[src/rtl/bcd_to_binary_seq.sv]
// bcd_to_binary_seq
//
// Sequential BCD-to-binary converter for the calculator datapath. A packed
// DIGITS-digit BCD operand is converted to a BIN_W-bit binary value with
// reverse double-dabble, one result bit per clock. Operands that contain a
// nibble above 9 are rejected immediately with err set and a zero result.
//
// Ports:
//   clk      rising-edge clock
//   rst_n    asynchronous active-low reset
//   start    request a conversion of bcd_in (only honoured in IDLE)
//   clear    synchronous abort: back to IDLE, results zeroed
//   bcd_in   packed BCD operand, digit 0 in [3:0]
//   ready    high while IDLE
//   busy     high while converting
//   done     one-cycle pulse when bin_out/err are valid
//   err      last accepted operand contained a non-decimal nibble
//   bin_out  converted value, held until the next accepted start or clear

module bcd_to_binary_seq #(
  parameter int DIGITS = 5,
  parameter int BIN_W  = 17
) (
  input  logic                clk,
  input  logic                rst_n,
  input  logic                start,
  input  logic                clear,
  input  logic [4*DIGITS-1:0] bcd_in,
  output logic                ready,
  output logic                busy,
  output logic                done,
  output logic                err,
  output logic [BIN_W-1:0]    bin_out
);

  localparam int BCD_W = 4 * DIGITS;
  localparam int TOT_W = BCD_W + BIN_W;
  localparam int CNT_W = $clog2(BIN_W + 1);

  typedef enum logic [1:0] {
    IDLE = 2'd0,
    CONV = 2'd1,
    DONE = 2'd2
  } state_t;

  state_t             state;
  state_t             state_next;
  logic [BCD_W-1:0]   bcd_r;
  logic [BIN_W-1:0]   bin_r;
  logic [CNT_W-1:0]   cnt;
  logic [TOT_W-1:0]   shifted;
  logic [BCD_W-1:0]   bcd_next;
  logic [BIN_W-1:0]   bin_next;
  logic               in_bad;
  logic               last_iter;

  // Any nibble above 9 sends the operand down the error path.
  always_comb begin
    in_bad = 1'b0;
    for (int i = 0; i < DIGITS; i++) begin
      if (bcd_in[4*i +: 4] > 4'd9) in_bad = 1'b1;
    end
  end

  // One reverse double-dabble step: shift the whole register right, then
  // pull 3 out of every BCD nibble that landed at 8 or above. Nibbles are
  // corrected independently, with no borrow between them.
  always_comb begin
    shifted  = {bcd_r, bin_r} >> 1;
    bcd_next = shifted[TOT_W-1 -: BCD_W];
    bin_next = shifted[BIN_W-1:0];
    for (int i = 0; i < DIGITS; i++) begin
      if (bcd_next[4*i +: 4] >= 4'd8) bcd_next[4*i +: 4] = bcd_next[4*i +: 4] - 4'd3;
    end
  end

  assign last_iter = (cnt == CNT_W'(BIN_W - 1));

  // State register.
  always_ff @(posedge clk or negedge rst_n) begin
    if (!rst_n) state <= IDLE;
    else        state <= state_next;
  end

  // Next-state logic; clear overrides everything else.
  always_comb begin
    state_next = state;
    unique case (state)
      IDLE: if (start) state_next = in_bad ? DONE : CONV;
      CONV: if (last_iter) state_next = DONE;
      DONE: state_next = IDLE;
      default: state_next = IDLE;
    endcase
    if (clear) state_next = IDLE;
  end

  // Working register, iteration counter and result registers.
  always_ff @(posedge clk or negedge rst_n) begin
    if (!rst_n) begin
      bcd_r   <= '0;
      bin_r   <= '0;
      cnt     <= '0;
      err     <= 1'b0;
      bin_out <= '0;
    end else if (clear) begin
      bcd_r   <= '0;
      bin_r   <= '0;
      cnt     <= '0;
      err     <= 1'b0;
      bin_out <= '0;
    end else begin
      unique case (state)
        IDLE: begin
          if (start) begin
            bcd_r <= bcd_in;
            bin_r <= '0;
            cnt   <= '0;
            err   <= in_bad;
            if (in_bad) bin_out <= '0;
          end
        end
        CONV: begin
          bcd_r <= bcd_next;
          bin_r <= bin_next;
          cnt   <= cnt + CNT_W'(1);
          if (last_iter) bin_out <= bin_next;
        end
        default: begin
        end
      endcase
    end
  end

  // State decodes; done is a registered signal because state is.
  assign ready = (state == IDLE);
  assign busy  = (state == CONV);
  assign done  = (state == DONE);

endmodule

[config.mk]
export PLATFORM = sky130hd
export DESIGN_NAME = bcd_to_binary_seq
export DESIGN_NICKNAME = d
export VERILOG_FILES = /design/src/rtl/bcd_to_binary_seq.sv
export SDC_FILE = /design/constraint.sdc
export NUM_CORES = 1
export LEC_CHECK = 0
export BUFFER_PORTS_ARGS = -buffer_cell sky130_fd_sc_hd__buf_2
export CELL_PAD_IN_SITES_DETAIL_PLACEMENT = 0
export CELL_PAD_IN_SITES_GLOBAL_PLACEMENT = 1
export CORE_AREA = 2 2 90 92
export DETAILED_ROUTE_END_ITERATION = 7
export DIE_AREA = 0 0 92 94
export GPL_TIMING_DRIVEN = 0
export HOLD_SLACK_MARGIN = 0.1
export PLACE_DENSITY_LB_ADDON = 0.1
export SYNTH_ARGS = -nofsm -noshare
export SYNTH_HDL_FRONTEND = slang
export SYNTH_SLANG_ARGS = --single-unit
[constraint.sdc]
create_clock -name clk -period 1.8 [get_ports clk]
set_input_delay 0.36 -clock clk [delete_from_list [all_inputs] [get_ports clk]]
set_output_delay 0.36 -clock clk [all_outputs]
set_load 0.05 [all_outputs]
==> results of run 1 <==
## sequential cells by signal (all words and copies together), names as in the netlist
name     count
bin_out     17
bin_r       16
cnt          5
err          1
state        2
bcd_r       20
## final cells by class
cell class / count / area, sq um / share of cell area
Sequential cell: 61 / 1530 / 0.402
Multi-Input combinational cell: 187 / 1390 / 0.366
Timing Repair Buffer: 59 / 389 / 0.102
Clock buffer: 13 / 159 / 0.0418
Tap cell: 102 / 128 / 0.0336
Buffer: 12 / 81.3 / 0.0214
Clock inverter: 3 / 67.6 / 0.0178
Inverter: 14 / 55.1 / 0.0145
## how the worst max path moves through the flow
stage              start          end  slack (ns)  cells past startpoint
2_1_floorplan   state[1]  bin_out[10]        -0.1                      5
3_3_place_gp   bcd_in[6]   bin_out[7]       -0.66                      6
3_5_place_dp   bcd_in[6]   bin_out[7]       -0.67                      6
4_1_cts         state[1]   bin_out[7]       -0.02                      6
5_1_grt         state[0]  bin_out[13]       -0.08                      6
6_report        state[1]  bin_out[10]       -0.03                      6
## layer usage
metal  up-vias  track usage  part of all wire
met5         -            0                 0
li1       1101            -                 -
met2        44        0.262              0.44
met4         0       0.0684             0.017
met3        11       0.0385             0.040
met1      1111        0.247              0.50
## synth_stat cells (2+ instances only)
master	number
dfrtp_1	61
o21ai_0	23
nand2_1	21
a21o_1	17
a21oi_1	17
and3_1	16
inv_1	14
nor2_1	14
clkbuf_1	10
ha_1	10
mux2_4	9
xnor2_1	9
mux2i_1	8
mux2_2	7
o22ai_1	5
nor3b_1	4
a22o_1	3
buf_2	3
nor2b_1	3
a211oi_1	2
## timing repair
| action | in CTS | in global routing |
|---|---|---|
| endpoints found under the hold margin | 0 | 0 |
| gates cloned | 0 | 1 |
| resized for setup | 15 | 13 |
| setup endpoints to repair | 54 | 35 |
| pin swaps | 3 | 1 |
| setup buffers | 11 | 3 |
## power groups by stage
stage / clock (mW) / combinational (mW) / sequential, mW
5_1_grt: 1.49 / 0.519 / 1.48
3_5_place_dp: 0 / 0.392 / 1.50
6_report: 1.40 / 0.465 / 1.47
3_3_place_gp: 0 / 0.388 / 1.50
2_1_floorplan: 0 / 0.254 / 1.50
4_1_cts: 1.44 / 0.447 / 1.47
## metrics by stage
stage | TNS (ns) | util | area [sq um] | std cells | setup WS, ns
global placement | -20.61 | 0.442 | 3360 | 422 | -0.664
floorplan | -0.884 | - | 3020 | 276 | -0.0982
finish | -0.195 | 0.500 | 3800 | 451 | -0.0278
detailed placement | -20.08 | 0.443 | 3370 | 422 | -0.666
CTS | -0.0877 | 0.490 | 3730 | 448 | -0.0190
global route | -1.44 | 0.500 | 3800 | 451 | -0.0759
## worst max-delay path, cell delays in order, from the launching register on
cell	delay, ns
dfrtp_2	0.42
or3b_4	0.38
a31o_4	0.23
o311ai_4	0.07
buf_12	0.17
clkbuf_16	0.15
mux2_4	0.29
## kinds of logic after synthesis
kind of cell | synth area share
compound gates | 0.172
simple gates | 0.115
flops | 0.508
buf+inv | 0.0399
mux | 0.0978
fa+ha+maj | 0.0416
xor+xnor | 0.0262
==> impl_metrics.py, run 1 <==
metrics = {
    "floorplanning": {
        "ios": 45,
        "core_area_sq_um": 7610,
        "fp.dieW_um": 92,
        "initial_core_util": 0.395,
        "die-area_sq_um": 8650,
        "rows": 32,
        "die_h_um": 94,
    },
    "status": {
        "violations": "negative setup slack",
        "status": "finished with violations",
    },
    "timing": {
        "finalHoldViolCount": 0,
        "finClkSkew_ns": 0.0104,
        "report.final.slew_viol_count": 0,
        "setup_ws_ns": -0.0278,
        "tightest_slew_ns": 0.788,
        "finalCritPeriodShare": 1.02,
        "setup_viol": 12,
        "min_period_ns": 1.83,
        "max_clock_freq_mhz": 547,
        "rsz0062_at_grt": "yes",
        "holdWs_ns": 0.0838,
        "slew_headroom": 0.475,
    },
    "clock_network": {
        "numClockSinks": 61,
        "hold_buffers": 0,
        "numCtsBuffers": 9,
        "cts_tree": "built",
        "worstSkewPairLatency_ns": 0.34,
        "cts_max_level": 3,
        "cts_buffer_depth": 2,
        "clk_pin_slew_ns": 0.08,
        "root_buffer": "clkbuf_8",
    },
    "yosys": {
        "synth_ff_type": "dfrtp_1",
        "syn_inst": 276,
        "syn_area_sq_um": 3010,
        "ys_seq_elements": 61,
        "syn_nets": 310,
        "yosys.area.top_type": "dfrtp_1",
        "syn_avg_cell_area_sq_um": 10.9,
        "async_reset_ff_frac": 1.00,
        "synthTopCellsByArea": "dfrtp_1, mux2_4, a21o_1, ha_1, o21ai_0",
        "ys_warn_count": 0,
        "synth_edf_count": 0,
        "ys_seq_area_frac": 0.508,
        "netlist.area_leader.share": 0.508,
        "synth_cell_types": 40,
    },
    "power": {
        "seqPwrFrac": 0.441,
        "swShare": 0.256,
        "p_switching_mw": 0.856,
        "combPwrFrac": 0.139,
        "total_power_mw": 3.34,
        "leakagePower_nw": 2.03,
        "ir_worst_vdd_v": 0.000467,
        "pwr-share-clk": 0.420,
        "internal_power_mw": 2.49,
        "power.density_nw_per_um2": 879,
    },
    "worst_hold_path": {
        "hp-class": "input pin to asynchronous set/reset pin",
    },
    "place": {
        "io_buffers": 44,
        "dp.final_hpwl_um": 4700,
        "place.gp.congestion": 0.762,
    },
    "critical_path": {
        "reg2reg_slack_ns": -0.03,
        "critical_path_class": "register to register",
        "rr_endpoint": "bin_out[10]",
        "critPathLaunchType": "register",
        "crit_fanout": 5,
        "crit_arrival_ns": 2.05,
        "r2r_start": "state[1]",
        "critPathCaptureType": "register",
        "reg2reg_depth": 6,
        "cp_data_required_time_ns": 2.03,
    },
    "final_layout": {
        "final_cell_mix": "dfrtp_1, buf_2, o21ai_0, nand2_1",
        "mostFrequentLayoutCell": "dfrtp_1",
        "synthToLayoutAreaGrowth_pct": 26.4,
        "nNetsFinal": 378,
        "drive_gt1_frac": 0.315,
        "antennaDiodeCount": 0,
        "fill_cells": 757,
    },
    "route": {
        "first_pass_iters": 4,
        "first_iter_violations": 74,
        "drt_wl_total_um": 7100,
        "vias_per_cell": 5.03,
        "vias": 2267,
        "drcViolationCount": 0,
        "wl_per_cell_um": 15.7,
        "drtAntennaViolNets": 0,
    },
    "run": {
        "drv_cap": 0,
    },
    "global_route": {
        "antenna_found_initial": 0,
        "grt_max_degree": 62,
        "first_global_vias": 2339,
        "grt_overflow": 0,
        "track_usage": 0.175,
        "grt_pass1_wl_um": 11700,
    },
}
(Power assumes the default switching activity.)
==> run 2: changes to the inputs <==
Settings changed: ABC_AREA set to 1, CORE_AREA 2 2 90 92 to 2 2 93 95, DIE_AREA 0 0 92 94 to 0 0 95 97, RECOVER_POWER set to 50.
==> run 2 against run 1 <==
The run now ends clean; non-clock buffer count is 12 lower; critical path depth shrank 1; final cell count rose by 21%; critical path type is now register to output port; largest cell class unchanged; highest routed layer unchanged.
==> impl_metrics.py, run 2 <==
metrics = {
    "status": {
        "status": "finished clean",
    },
    "critical_path": {
        "r2r_start": "cnt[0]",
        "crit_path_cell_trace": "inv_4, nand2_8, inv_2, buf_6, buf_8",
        "crit_path_start": "state[1]",
        "critPathLaunchType": "register",
        "critical_path_class": "register to output port",
        "crit_fanout": 10,
        "cp_slowest_cell": "dfrtp_2",
        "cp_data_required_time_ns": 1.44,
        "crit_arrival_ns": 1.37,
        "critPathMaxStageDelay_ns": 0.44,
        "critPathCaptureType": "output port",
    },
    "route": {
        "vias_per_cell": 4.86,
        "drcViolationCount": 0,
        "wl_per_cell_um": 13.7,
        "vias": 2650,
        "drtAntennaViolNets": 0,
        "first_iter_violations": 116,
        "first_pass_iters": 4,
        "drt_wl_total_um": 7480,
    },
    "yosys": {
        "yosys.area_share.simple": 0.230,
        "synthTopCellsByCount": "nand2_1, dfrtp_1, inv_1",
        "yosys.area.top_type": "dfrtp_1",
        "yosys.cell_count.top_type": "nand2_1",
        "ys_seq_elements": 61,
        "synthMuxAreaShare": 0,
        "ys_warn_count": 0,
        "syn_avg_cell_area_sq_um": 8.09,
        "synth_top_family_by_area": "simple AND/OR/NAND/NOR gates",
        "synth_ff_type": "dfrtp_1",
        "synthTopCellsByArea": "dfrtp_1, nand2_1, o21ai_0, inv_1, nand3_1",
        "synth_cell_types": 29,
        "synth_compound_area_frac": 0.137,
        "synth_fa_ha_area_frac": 0.0409,
        "synthXorXnorAreaFrac": 0.00573,
        "netlist.area_leader.share": 0.499,
        "ys_seq_area_frac": 0.499,
        "async_reset_ff_frac": 1.00,
        "syn_nets": 412,
        "synth_edf_count": 0,
        "syn_area_sq_um": 3060,
        "syn_inst": 378,
    },
    "place": {
        "pre_cts_slack_ns": -0.187,
        "dp.cells": 526,
        "place.gp.congestion": 0.821,
        "io_buffers": 43,
        "dp.final_hpwl_um": 5010,
    },
    "global_route": {
        "grt_max_degree": 62,
        "track_usage": 0.184,
        "grt_pass1_wl_um": 13200,
        "antenna_found_initial": 0,
        "first_global_vias": 2793,
        "grt_overflow": 0,
    },
    "timing": {
        "max_clock_freq_mhz": 578,
        "tightest_slew_ns": 0.806,
        "min_period_ns": 1.73,
        "slew_headroom": 0.463,
        "setup_ws_ns": 0.0689,
        "finalHoldViolCount": 0,
        "finalCritPeriodShare": 0.962,
        "holdWs_ns": 0.0917,
        "finClkSkew_ns": 0.0101,
        "setup_viol": 0,
        "rsz0062_at_grt": "no",
        "report.final.slew_viol_count": 0,
        "tns_ns": 0,
    },
    "final_layout": {
        "mostFrequentLayoutCell": "nand2_1",
        "fin_cells": 545,
        "finalCoreUtilization": 0.454,
        "nNetsFinal": 469,
        "drive_gt1_frac": 0.180,
        "regArea_sq_um": 1530,
        "antennaDiodeCount": 0,
        "reg_top3": "bcd_r: 20 flops, bin_out: 17 flops, bin_r: 16 flops",
        "multi_input_area_sq_um": 1280,
        "fill_cells": 878,
        "synthToLayoutAreaGrowth_pct": 20.7,
        "largest_register_ffs": 20,
        "regMostFlops": "bcd_r",
        "final_cell_mix": "nand2_1, dfrtp_1, inv_1, o21ai_0, buf_2",
    },
    "floorplanning": {
        "die_h_um": 97,
        "rows": 33,
        "die-area_sq_um": 9220,
        "ios": 45,
        "fp.dieW_um": 95,
        "initial_core_util": 0.376,
        "core_area_sq_um": 8130,
    },
    "power": {
        "leakagePower_nw": 2.03,
        "power.density_nw_per_um2": 918,
        "ir_worst_vdd_v": 0.000461,
    },
    "clock_network": {
        "cts_max_level": 3,
        "numCtsBuffers": 9,
        "worstSkewPairLatency_ns": 0.34,
        "cts_buffer_depth": 2,
        "root_buffer": "clkbuf_8",
        "numClockSinks": 61,
        "cts_tree": "built",
        "clk_pin_slew_ns": 0.07,
    },
    "worst_hold_path": {
        "hp-class": "input pin to asynchronous set/reset pin",
    },
    "run": {
        "drv_cap": 0,
    },
}
run 2: path summary, 6_finish.rpt:
kind,to,slack [ns],cells after the start
worst min register to register,bin_out[9],0.47,2
max in group asynchronous,state[0],1.10,1
worst max-delay path,busy,0.07,5
min in group clk,bcd_r[19],0.26,3
worst min-delay path,bcd_r[6],0.09,1
worst max register to register,bin_out[7],0.21,8
run 2: kinds of logic (layout without fill, tap and decap cells):
kind of cell / after synthesis / in the layout
simple gates: 167 / 167
compound gates: 74 / 74
buf+inv: 64 / 126
flops: 61 / 61
fa+ha+maj: 10 / 10
xor+xnor: 2 / 2
run 2: cell type report:
| type | count | share of cell area |
|---|---|---|
| Buffer | 13 | 0.0227 |
| Clock buffer | 11 | 0.0410 |
| Multi-Input combinational cell | 253 | 0.347 |
| Timing Repair Buffer | 46 | 0.0644 |
| Clock inverter | 5 | 0.0224 |
| Sequential cell | 61 | 0.414 |
| Tap cell | 105 | 0.0356 |
| Inverter | 51 | 0.0526 |
run 2: worst max-delay path: cells and delay by family, from the launching register on:
kind | cells | cell delay (ns)
flops | 1 | 0.44
buf+inv | 4 | 0.49
simple gates | 1 | 0.10
run 2: per-stage QoR:
stage / instance area (sq um) / power [mW]
detailed placement: 3410 / 1.97
floorplan: 3060 / 1.80
global placement: 3400 / 1.96
global route: 3690 / 3.57
CTS: 3660 / 3.42
finish: 3690 / 3.39
run 2: what timing repair did:
action / CTS / global route
hold buffers: 0 / 0
pin swaps: 0 / 1
gates resized for setup: 6 / 10
setup endpoints to repair: 1 / 16
setup buffers: 0 / 3
cloned: 0 / 0
run 2: layer usage:
layer	routed length, um	share of wire	track usage
met1	3680	0.49	0.253
met2	3410	0.46	0.284
met3	272	0.036	0.0335
met4	114	0.015	0.0758
met5	0	0	0
run 2: where the power goes:
part           switching (mW)  internal (mW)  total [mW]  leakage, nW
logic                   0.322          0.151       0.473         1.08
clock network           0.568          0.858        1.43        0.120
registers              0.0554           1.43        1.49        0.829
